`src/rtl/scatter_sequencer.sv`:
```
// Timestep controller: feeds particles to the scatterer, waits for the drain, then sweeps the grid
// in address pairs and realigns the returned charges with a tag pipeline before forwarding them to the solver.
package scatter_sequencer_pkg;
  typedef enum logic {STEP_SOLVE = 1'b0, STEP_SCATTER = 1'b1} step_t;
endpackage

module scatter_sequencer
  import scatter_sequencer_pkg::*;
#(
  parameter int PCOUNT_W       = 16,
  parameter int SOLVE_LAT      = 6,
  parameter int GUARD          = 2,
  parameter int DRAIN_TIMEOUT  = 1024,
  parameter int GRID_ADDRWIDTH = 4,
  parameter int CWIDTH         = 8,
  parameter int PWIDTH         = 32
) (
  input  logic                           clk,
  input  logic                           rst_n,
  input  logic                           start,
  input  logic [PCOUNT_W-1:0]            num_particles,
  output logic                           busy,
  output logic                           done,
  output logic                           err_timeout,
  output step_t                          step,
  input  logic                           s_valid,
  output logic                           s_ready,
  input  logic [PWIDTH-1:0]              s_data,
  output logic                           valid_scatter,
  output logic                           tlast_in,
  output logic [PWIDTH-1:0]              particle_out,
  input  logic                           scat_tlast,
  input  logic                           solve_ready,
  output logic                           valid_req,
  output logic [1:0][GRID_ADDRWIDTH-1:0] grid_addr_out,
  input  logic [1:0][3:0][CWIDTH-1:0]    charge_in,
  output logic                           m_valid,
  output logic [GRID_ADDRWIDTH-2:0]      m_addr,
  output logic [1:0][3:0][CWIDTH-1:0]    m_charge
);
  localparam int KW    = GRID_ADDRWIDTH - 1;
  localparam int CNT_W = $clog2(DRAIN_TIMEOUT + 2 * GUARD) + 1;

  typedef enum logic [2:0] {
    S_IDLE, S_LEAD, S_FEED, S_DRAIN, S_TURN, S_ISSUE, S_FLUSH, S_FIN
  } state_t;

  state_t                       state_r, state_s;
  logic [CNT_W-1:0]             cnt_r, cnt_s;
  logic [PCOUNT_W-1:0]          pcnt_r, pcnt_s, n_r;
  logic [KW-1:0]                k_r, k_s, req_k_r;
  logic [SOLVE_LAT-1:0]         tag_v_r;
  logic [SOLVE_LAT-1:0][KW-1:0] tag_k_r;
  logic                         xfer_s, last_part_s, accept_s, timeout_s;
  logic                         busy_s, done_s, err_s, s_ready_s, vs_s, tlast_s, vr_s;
  step_t                        step_s;
  logic [1:0][GRID_ADDRWIDTH-1:0] grid_addr_s;

  assign xfer_s      = s_valid & s_ready;
  assign last_part_s = (pcnt_r == n_r - PCOUNT_W'(1));
  assign accept_s    = (state_r == S_IDLE) & start;
  assign timeout_s   = (state_r == S_DRAIN) & ~scat_tlast & (cnt_r == CNT_W'(DRAIN_TIMEOUT - 1));

  // State and sequencing counters
  always_ff @(posedge clk or negedge rst_n) begin
    if (!rst_n) begin
      state_r <= S_IDLE;
      cnt_r   <= '0;
      pcnt_r  <= '0;
      k_r     <= '0;
      n_r     <= '0;
    end else begin
      state_r <= state_s;
      cnt_r   <= cnt_s;
      pcnt_r  <= pcnt_s;
      k_r     <= k_s;
      if (accept_s) n_r <= num_particles;
    end
  end

  // Next-state and counter update
  always_comb begin
    state_s = state_r;
    cnt_s   = cnt_r;
    pcnt_s  = pcnt_r;
    k_s     = k_r;
    case (state_r)
      S_IDLE: begin
        if (start) begin
          pcnt_s  = '0;
          cnt_s   = '0;
          state_s = (num_particles == '0) ? S_TURN : S_LEAD;
        end else begin
          state_s = S_IDLE;
        end
      end
      S_LEAD: begin
        if (cnt_r == CNT_W'(GUARD - 1)) begin
          cnt_s   = '0;
          state_s = S_FEED;
        end else begin
          cnt_s = cnt_r + CNT_W'(1);
        end
      end
      S_FEED: begin
        if (xfer_s) begin
          pcnt_s = pcnt_r + PCOUNT_W'(1);
          if (last_part_s) begin
            cnt_s   = '0;
            state_s = S_DRAIN;
          end else begin
            state_s = S_FEED;
          end
        end else begin
          state_s = S_FEED;
        end
      end
      S_DRAIN: begin
        if (scat_tlast || timeout_s) begin
          cnt_s   = '0;
          state_s = S_TURN;
        end else begin
          cnt_s = cnt_r + CNT_W'(1);
        end
      end
      S_TURN: begin
        if (cnt_r == CNT_W'(2 * GUARD - 1)) begin
          cnt_s   = '0;
          state_s = S_ISSUE;
        end else begin
          cnt_s = cnt_r + CNT_W'(1);
        end
      end
      S_ISSUE: begin
        if (solve_ready) begin
          k_s     = k_r + KW'(1);
          state_s = (k_r == '1) ? S_FLUSH : S_ISSUE;
        end else begin
          state_s = S_ISSUE;
        end
      end
      S_FLUSH: begin
        // Leave only once the last tagged pair has left the return pipeline
        if (!valid_req && (tag_v_r == '0)) begin
          state_s = S_FIN;
        end else begin
          state_s = S_FLUSH;
        end
      end
      S_FIN: begin
        k_s     = '0;
        state_s = S_IDLE;
      end
      default: state_s = S_IDLE;
    endcase
  end

  // Next values of the registered outputs
  always_comb begin
    busy_s    = (state_s != S_IDLE);
    done_s    = (state_s == S_FIN);
    s_ready_s = (state_s == S_FEED) && (pcnt_s < n_r);
    vs_s      = xfer_s;
    tlast_s   = xfer_s & last_part_s;
    vr_s      = (state_r == S_ISSUE) & solve_ready;
    if (state_r == S_LEAD && state_s == S_FEED) begin
      step_s = STEP_SCATTER;
    end else if (state_r == S_TURN && cnt_r == CNT_W'(GUARD - 1)) begin
      step_s = STEP_SOLVE;
    end else begin
      step_s = step;
    end
    if (accept_s) begin
      err_s = 1'b0;
    end else if (timeout_s) begin
      err_s = 1'b1;
    end else begin
      err_s = err_timeout;
    end
    if (vr_s) begin
      grid_addr_s = {{k_r, 1'b1}, {k_r, 1'b0}};
    end else begin
      grid_addr_s = '0;
    end
  end

  // Output registers and the return-path tag pipeline
  always_ff @(posedge clk or negedge rst_n) begin
    if (!rst_n) begin
      busy          <= 1'b0;
      done          <= 1'b0;
      err_timeout   <= 1'b0;
      step          <= STEP_SOLVE;
      s_ready       <= 1'b0;
      valid_scatter <= 1'b0;
      tlast_in      <= 1'b0;
      particle_out  <= '0;
      valid_req     <= 1'b0;
      grid_addr_out <= '0;
      req_k_r       <= '0;
      tag_v_r       <= '0;
      tag_k_r       <= '0;
      m_valid       <= 1'b0;
      m_addr        <= '0;
      m_charge      <= '0;
    end else begin
      busy          <= busy_s;
      done          <= done_s;
      err_timeout   <= err_s;
      step          <= step_s;
      s_ready       <= s_ready_s;
      valid_scatter <= vs_s;
      tlast_in      <= tlast_s;
      if (xfer_s) particle_out <= s_data;
      valid_req     <= vr_s;
      grid_addr_out <= grid_addr_s;
      if (vr_s) req_k_r <= k_r;
      tag_v_r       <= {tag_v_r[SOLVE_LAT-2:0], valid_req};
      tag_k_r       <= {tag_k_r[SOLVE_LAT-2:0], req_k_r};
      m_valid       <= tag_v_r[SOLVE_LAT-1];
      if (tag_v_r[SOLVE_LAT-1]) begin
        m_addr   <= tag_k_r[SOLVE_LAT-1];
        m_charge <= charge_in;
      end
    end
  end
endmodule

```
`config.mk`:
```
export PLATFORM = sky130hd
export DESIGN_NAME = scatter_sequencer
export DESIGN_NICKNAME = d
export VERILOG_FILES = /design/src/rtl/scatter_sequencer.sv
export SDC_FILE = /design/constraint.sdc
export NUM_CORES = 1
export LEC_CHECK = 0
export CAP_MARGIN = 0
export CORE_ASPECT_RATIO = 0.6
export CORE_MARGIN = 5
export CORE_UTILIZATION = 52
export DETAILED_ROUTE_END_ITERATION = 12
export PLACE_DENSITY_LB_ADDON = 0.2
export REMOVE_ABC_BUFFERS = 1
export SLEW_MARGIN = 5
export SYNTH_ARGS = -nofsm -noshare
export SYNTH_HDL_FRONTEND = slang
export SYNTH_SLANG_ARGS = --single-unit
```
`constraint.sdc`:
```
create_clock -name clk -period 4.7 [get_ports clk]
set_clock_uncertainty 0.15 [all_clocks]
set_input_delay 0.47 -clock clk [delete_from_list [all_inputs] [get_ports clk]]
set_output_delay 0.47 -clock clk [all_outputs]
set_load 0.01 [all_outputs]
```
### Yosys cells after proc, flatten, opt, wreduce, memory -nomap -nowiden

Cells that the tools add are included.

| storage, ports and cells | value |
|---|---|
| register bits | 193 |
| input port bits | 118 |
| output and inout port bits | 116 |

| cells by class | value |
|---|---|
| add/sub/neg operators | 4 |
| magnitude comparators | 1 |
| equality and inequality tests | 18 |
| muxes and demuxes | 28 |
| bitwise gates (word level) | 7 |
| reductions and logical operators | 16 |

Operator list:

| kind | number |
|---|---|
| $mux W12 | 6 |
| $pmux W12 S5 | 1 |
| $mux W16 | 2 |
| $pmux W16 S2 | 1 |
| $pmux W3 S8 | 1 |
| $mux W3 | 7 |
| $eq A3 B3 Y1 const B | 6 |
| $add A16 B1 Y16 const B | 1 |
| $eq A16 B16 Y1 | 1 |
| $logic_not A16 Y1 | 1 |
| $lt A16 B16 Y1 | 1 |
| $sub A16 B1 Y16 const B | 1 |
| $add A12 B1 Y12 const B | 1 |
| $eq A12 B1 Y1 const B | 1 |
| $eq A12 B10 Y1 const B | 1 |
| $eq A12 B2 Y1 const B | 1 |
| $eq A3 B2 Y1 const B | 3 |
| $mux W8 | 1 |
| $ne A2 B2 Y1 const B | 4 |
| $and A1 B1 Y1 | 6 |
| $logic_not A6 Y1 | 1 |
| $mux W1 | 6 |
| $pmux W3 S2 | 1 |
| $reduce_bool A2 Y1 | 3 |
| 12 further kinds | 16 |

### Longest topological paths before layout

Gate-level depths: netlist (run 1).

| depth | value |
|---|---|
| depth after elaboration | 9 |
| mapped depth | 17 |
| depth with buffers taken out | 16 |

### Worst setup path after synthesis (run 1)

No wires, ideal clock.

| path | value |
|---|---|
| path kind | input to register |
| start | input s_valid |
| end | register s_ready |
| setup time | 86 ps |
| arrival time | 2839 ps |
| required time | 4464 ps |
| slack | 1625 ps |
| cell stages on the path | 16 |
| path through | nand2_1 clkbuf_1 clkinv_1 nand2_1 nor2_1 and3_1 a31oi_1 o21ai_0 o21ai_0 ha_1 a21o_1 a21o_1 a21o_1 a21oi_1 o21ai_0 nor3_1 |

| on the way | value |
|---|---|
| word-level cells in the longest chain between the ends | 5 |

RTL lines:

| element | RTL line | source |
|---|---|---|
| start, declared | 26 | `input logic s_valid,` |
| $and A1 B1 Y1 | 59 | `assign xfer_s = s_valid & s_ready;` |
| $mux W16 | 106 | `if (xfer_s) begin` |
| $pmux W16 S2 | 87 | `case (state_r)` |
| named net pcnt_s[10] | 50 | `logic [PCOUNT_W-1:0] pcnt_r, pcnt_s, n_r;` |
| $lt A16 B16 Y1 | 162 | `s_ready_s = (state_s == S_FEED) && (pcnt_s < n_r);` |
| $logic_and A1 B1 Y1 | 162 |  |
| named net s_ready_s | 55 | `logic busy_s, done_s, err_s, s_ready_s, vs_s, tlast_s, vr_s;` |
| end signal, assigned | 211 | `s_ready <= s_ready_s;` |
| end, declared | 27 | `output logic s_ready,` |

The timed path passes the listed nets, and every way through them passes these cells.
A chain may end at the register's enable or synchronous reset.

### Final worst setup path (run 1)

| path | value |
|---|---|
| start | register n_r[0] |
| end | register cnt_r[11] |

| on the way | value |
|---|---|
| word-level cells in the longest chain between the ends | 4 |

RTL lines:

| element | RTL line | source |
|---|---|---|
| start, declared | 50 |  |
| start signal, assigned | 77 | `if (accept_s) n_r <= num_particles;` |
| $sub A16 B1 Y16 | 60 | `assign last_part_s = (pcnt_r == n_r - PCOUNT_W'(1));` |
| $eq A16 B16 Y1 | 60 |  |
| $ne A2 B2 Y1 (no line) | n/a |  |
| $reduce_and A4 Y1 (no line) | n/a |  |
| end signal, assigned | 74 | `cnt_r <= cnt_s;` |
| end, declared | 49 | `logic [CNT_W-1:0] cnt_r, cnt_s;` |

No other way between the ends.

==> impl_metrics.toml, run 1 <==
[floorplan]
die_w_um = 174
fp.dieH_um = 108
dieArea_um2 = 18900
ioPinCount = 234
start_util = 0.523
num_rows = 36
coreArea_um2 = 16000

[status]
status = "finished, violations left"
violations = "negative hold slack"

[critical_path]
required_ns = 4.85
cp-startpoint = "n_r[0]"
r2r_cells = 9
arrival_ns = 3.52
critPathLaunchType = "register"
r2r-end = "cnt_r[11]"
r2r-start = "n_r[0]"
critical_path_class = "register to register"
cp_max_fo = 11
ff2ff_setup_slack_ns = 1.34
crit_path_end_kind = "register"
critPathCapture = "cnt_r[11]"

[synth]
syn_avg_cell_area_um2 = 10.9
synth_edf_count = 0
ys_types = 65
ys_ff_latch = 188
yosysWarnings = 0
syn_area_um2 = 8390
synth.yosys.seq_area_share = 0.561
netlist_instances = 772
synth_top_area_cell = "dfrtp_1"
synth_flop_cell = "dfrtp_1"
synth_top_area_frac = 0.561
synthArstFlopShare = 1.00
synth_area_leaders = "dfrtp_1, mux2_2, nand2_1"

[sta]
drv_slew = 0
slew_headroom = 0.380
worst_pin_slew_ns = 0.930
hold_violations = 10
setup_viol = 0
setup_tns_ns = 0
rsz0062_at_grt = "no"
fmax_ghz = 0.297
fin_crit_sh = 0.716
min_period_ns = 3.36
holdWs_ns = -0.0120

[drt]
highest_layer = "met4"
first_iter_violations = 543
ant_nets = 0
vias_per_cell = 5.49
drc_errors = 0
routed-wl-met3_mm = 1.92
route.met2.wl_mm = 9.95
wl_mm = 22.2
vias = 6646
dr.pass1.iters = 5
drt-met1-wl_mm = 10.2
post_drt_wl_per_cell_um = 18.3

[cells_and_area]
antenna_cells = 0
fillers = 1155
fin_area_um2 = 11400
final_cell_mix = "clkdlybuf4s50_1, dfrtp_1, nand2_1"
area_growth_pct = 36.1
final_common_cell = "clkdlybuf4s50_1"
layout.nets = 1128
final_core_util = 0.713
drive_gt1_frac = 0.120

[placement]
place.gp.congestion = 0.925
numPortBuffers = 232
placed_cell_area_um2 = 10900
place_hpwl_mm = 16.5

[cts]
cts_tree = "built"
cts-resized-gates = 0
cts_setup_buffers = 0
cts.sinks = 188
cts_max_level = 4
cts-root-buf = "clkbuf_16"
ctsLongestPathBuffers = 2
cts_inserted_buffers = 17
insertion_delay_ns = 0.41
cts_hold_buf = 0
clkTransAtPathRegs_ns = 0.08

[global_route]
grt_max_degree = 119
grt_pass1_wl_mm = 35.8
grt_pass1_vias = 6621
grt_antenna_before_repair = 0
grt_use_total = 0.236
overflow = 0

[power_and_ir_drop]
powerDensity_nw_per_um2 = 619
peakVddDrop_mv = 0.333
power.leakage_nw = 5.07

[run]
max_cap_violations = 0

[min_path]
min_path_type = "input port to asynchronous set/reset pin"
==> cell families after synthesis <==
logic type                 count (synthesis)  synth area share
AOI/OAI and AO/OA                        136             0.103
adders and majority gates                 21            0.0313
DFF                                      188             0.561
other                                      1          0.000447
muxes                                     72            0.0965
buffers and inverters                     63            0.0323
and+or+nand+nor                          270             0.154
xor gates and xnor gates                  21            0.0219
==> cell usage after synthesis, types with 2 or more instances <==
master / number
nor2b_1: 2
o211ai_1: 7
o21ba_1: 5
a21oi_1: 18
a221o_1: 2
dfrtp_1: 188
o2111ai_1: 2
a211oi_1: 3
ha_1: 21
xor2_1: 12
or4_1: 5
xnor2_1: 9
a31oi_1: 6
a211o_1: 2
nand2b_1: 3
a22o_1: 2
and3_1: 19
a221oi_1: 2
o211a_1: 2
or3_1: 2
o21ai_0: 57
clkbuf_1: 33
nand3b_1: 2
nor2_1: 27
nand3_1: 14
mux2_2: 71
a21o_1: 6
o22ai_1: 2
nand2_1: 141
nand4_1: 11
and2_1: 6
o31ai_1: 5
a22oi_1: 3
a41oi_1: 2
inv_1: 20
nor4_1: 11
and4_1: 3
buf_6: 2
buf_4: 5
nor3_1: 14
==> worst min-delay path by stage <==
stage | startpoint | to | cells after the start
final | rst_n | cnt_r[5] | 1
after CTS | rst_n | cnt_r[5] | 1
after detailed placement | tag_k_r[12] | tag_k_r[15] | 0
after floorplan | rst_n | busy | 0
after global routing | rst_n | cnt_r[5] | 1
after global placement | tag_k_r[2] | tag_k_r[5] | 0
==> report_power, final <==
group / total, mW / internal [mW] / switching, mW / leakage, nW
clock network: 1.39 / 0.710 / 0.678 / 0.275
registers: 2.78 / 2.29 / 0.489 / 2.34
logic: 2.91 / 1.57 / 1.35 / 2.45
==> sequential cells by signal, summed over array words and instances (netlist names), 3 cells and up <==
signal	count
k_r	3
m_charge	64
particle_out	32
state_r	3
grid_addr_out	4
req_k_r	3
tag_k_r	18
tag_v_r	6
cnt_r	12
n_r	16
m_addr	3
pcnt_r	16
==> cell type report <==
type / instances / area [um^2] / area share
inverter: 21 / 78.8 / 0.00690
multi-input combinational: 521 / 3420 / 0.299
timing repair buffer: 240 / 2390 / 0.209
tap: 209 / 262 / 0.0229
clock buffer: 18 / 429 / 0.0376
clock inverter: 14 / 145 / 0.0127
sequential: 188 / 4710 / 0.412
==> critical path, stage by stage, from the launching register on <==
cell and delay (ns):
dfrtp_1 0.49, inv_1 0.11, ha_1 0.31, nor4b_4 0.51, and3_1 0.24, o211ai_1 0.10
nor4_1 0.28, nand4_1 0.28, a21o_1 0.40, a221o_1 0.39
==> layer usage <==
| layer | GRT usage | up-vias |
|---|---|---|
| li1 | - | 3153 |
| met1 | 0.344 | 3197 |
| met2 | 0.354 | 277 |
| met3 | 0.0744 | 19 |
| met4 | 0.0440 | 0 |
| met5 | 0 | - |
==> per-stage QoR <==
stage	power [mW]	hold WS (ns)	worst slack [ns]	cells
finish	7.08	-0.0120	1.34	1211
global route	7.53	0.0822	1.11	1211
CTS	7.13	0.0416	1.36	1211
detailed placement	5.73	0.185	1.17	1179
global placement	5.65	0.181	1.24	1179
floorplan	4.15	0.0244	0.585	730
Note: power is estimated with default switching activity, not from simulation.
==> inputs of run 2 (changes only) <==
--- a/config.mk
+++ b/config.mk
@@ -8,7 +8,7 @@
 export CAP_MARGIN = 0
 export CORE_ASPECT_RATIO = 0.6
 export CORE_MARGIN = 5
-export CORE_UTILIZATION = 52
+export CORE_UTILIZATION = 44
 export DETAILED_ROUTE_END_ITERATION = 12
 export PLACE_DENSITY_LB_ADDON = 0.2
 export REMOVE_ABC_BUFFERS = 1
==> constraint.sdc (replaced) <==
create_clock -name clk -period 2.71 [get_ports clk]
set_clock_uncertainty 0.15 [all_clocks]
set_input_delay 0.271 -clock clk [delete_from_list [all_inputs] [get_ports clk]]
set_output_delay 0.271 -clock clk [all_outputs]
set_load 0.01 [all_outputs]
==> run 2 against run 1 <==
Compared with the run above:
- the flow finishes with violations (negative setup slack)
- register-to-register slack got worse by 1.5 ns
- global-route usage fell by 1.5 points
- clock power up 94%
- combinational power rose by 120%
- maximum frequency up 19%
- sequential power rose by 67%
- largest cell class unchanged
- highest routed layer unchanged
==> impl_metrics.toml, run 2 (synthesis results as in run 1) <==
[global_route]
grt_use_total = 0.222
grt_max_degree = 80
overflow = 0
grt_pass1_wl_mm = 38.5
grt_antenna_before_repair = 0
grt_pass1_vias = 6994

[status]
status = "finished, violations left"
violations = "negative setup slack"

[critical_path]
r2r_cells = 14
ff2ff_setup_slack_ns = -0.12
path_delay_family = "simple AND/OR/NAND/NOR gates"
crit_path_end_kind = "register"
cp_common_cell = "o21ai_2"
critPathMaxStageDelay_ns = 0.40
critical_path_class = "register to register"
cp-startpoint = "s_ready"
crit_chain = "nand2_2 -> inv_2 -> nand2_4 -> nor2_4 -> buf_6 -> a31oi_4 -> o21ai_2 -> o21ai_2 -> ha_1 -> and4_1 -> o211ai_1 -> o211a_1 -> nor4_2 -> nor3_2"
cp_max_fo = 5
cp_slowest_cell = "dfrtp_1"
cp_num_buf_inv = 2
r2r-start = "s_ready"
required_ns = 2.89
critPathLaunchType = "register"
r2r-end = "s_ready"
arrival_ns = 3.01

[cts]
ctsLongestPathBuffers = 2
cts_max_level = 4
cts.sinks = 188
clkTransAtPathRegs_ns = 0.08
insertion_delay_ns = 0.44
cts_inserted_buffers = 17
cts-root-buf = "clkbuf_16"
cts_tree = "built"

[drt]
vias = 7288
vias_per_cell = 5.32
dr.pass1.iters = 5
ant_nets = 0
first_iter_violations = 622
drc_errors = 0
post_drt_wl_per_cell_um = 18.4
wl_mm = 25.2

[sta]
slew_headroom = 0.411
setup_ws_ns = -0.119
rsz0062_at_grt = "yes"
fin_crit_sh = 1.04
drv_slew = 0
setup_viol = 11
hold_violations = 0
worst_pin_slew_ns = 0.883
holdWs_ns = 0.173
fmax_ghz = 0.353
min_period_ns = 2.83

[cells_and_area]
largest-register = "m_charge"
reg.largest.list = "m_charge (64), particle_out (32), tag_k_r (18)"
ff_latch_area_um2 = 4710
area_growth_pct = 52.7
drive_gt1_frac = 0.264
fillers = 1400
layout.nets = 1249
multiInputGateArea_um2 = 3710
final_cell_mix = "clkdlybuf4s50_1, dfrtp_1, nand2_1"
antenna_cells = 0
final_common_cell = "clkdlybuf4s50_1"
final_core_util = 0.678
largest_reg_flops = 64

[floorplan]
ioPinCount = 234
start_util = 0.444
dieArea_um2 = 22000
coreArea_um2 = 18900
die_w_um = 188
num_rows = 39
fp.dieH_um = 117

[placement]
place.gp.congestion = 0.964
numPortBuffers = 232
place_hpwl_mm = 18.2
dp_slack_ns = -0.529

[min_path]
min_path_type = "input port to asynchronous set/reset pin"

[power_and_ir_drop]
power.share.clock = 0.198
peakVddDrop_mv = 0.537
p_sw_frac = 0.349
powerDensity_nw_per_um2 = 1070
seqPwrFrac = 0.340
p_comb_frac = 0.463
power.leakage_nw = 5.80
intPower_mw = 8.89
switchingPower_mw = 4.76
power_mw = 13.7

[run]
max_cap_violations = 0
==> run 2: changes by cell type in the layout (fill, tap and decap cells not counted), moves of 4 or more <==
cell | before | now
o21ai_0 | 57 | 39
o21ai_2 | 0 | 9
nor2_4 | 0 | 4
buf_6 | 0 | 10
nor3_1 | 14 | 10
o21ai_1 | 1 | 9
buf_4 | 8 | 114
nor2_1 | 26 | 22
==> run 2: layout make-up <==
class / count / area share
multi-input cells: 521 / 0.290
repair buffers: 361 / 0.263
inverters: 21 / 0.00615
well taps: 246 / 0.0240
clock buffers: 18 / 0.0343
flip-flops and latches: 188 / 0.368
clock inverters: 14 / 0.0154
==> run 2: routing by layer <==
| metal | global-route usage | routed length, um |
|---|---|---|
| met5 | 0 | 0 |
| met4 | 0.0398 | 191 |
| met3 | 0.0871 | 2740 |
| met2 | 0.303 | 10300 |
| met1 | 0.335 | 11900 |
==> run 2: worst max-delay path by stage <==
stage / end / slack [ns] / cells after the start
after floorplan: s_ready / -1.35 / 15
after global placement: s_ready / -0.43 / 14
after detailed placement: s_ready / -0.53 / 14
after CTS: cnt_r[11] / -0.05 / 9
after global routing: s_ready / -0.22 / 14
final: s_ready / -0.12 / 14
==> run 2: through the flow <==
stage	instance area, um^2	instances	setup TNS [ns]
2_1_floorplan	8200	730	-2.99
3_3_place_gp	11600	1309	-1.81
3_5_place_dp	11600	1309	-2.40
4_1_cts	12500	1359	-0.290
5_1_grt	12800	1369	-1.70
6_report	12800	1369	-0.542
==> run 2: worst register-to-register path: cells and delay by family (launching register included) <==
family                     cells  cell delay, ns
buffers and inverters          2            0.23
and+or+nand+nor                6            0.90
AOI/OAI and AO/OA              5            0.73
DFF                            1            0.40
adders and majority gates      1            0.31
==> run 2: repair_timing <==
action | in CTS | in global routing
resized for setup | 41 | 59
setup buffers | 18 | 11
gates cloned | 0 | 1
pin swaps | 30 | 33
endpoints found under the hold margin | 42 | 0
hold buffers | 1 | 0
endpoints found under the setup margin | 13 | 14
==> run 2: power groups by stage <==
stage / combinational [mW] / sequential, mW / clock [mW]
final: 6.32 / 4.64 / 2.70
after global routing: 6.78 / 4.80 / 2.89
after CTS: 6.07 / 4.65 / 2.77
after detailed placement: 5.85 / 4.67 / 0
after global placement: 5.77 / 4.62 / 0
after floorplan: 2.08 / 5.12 / 0
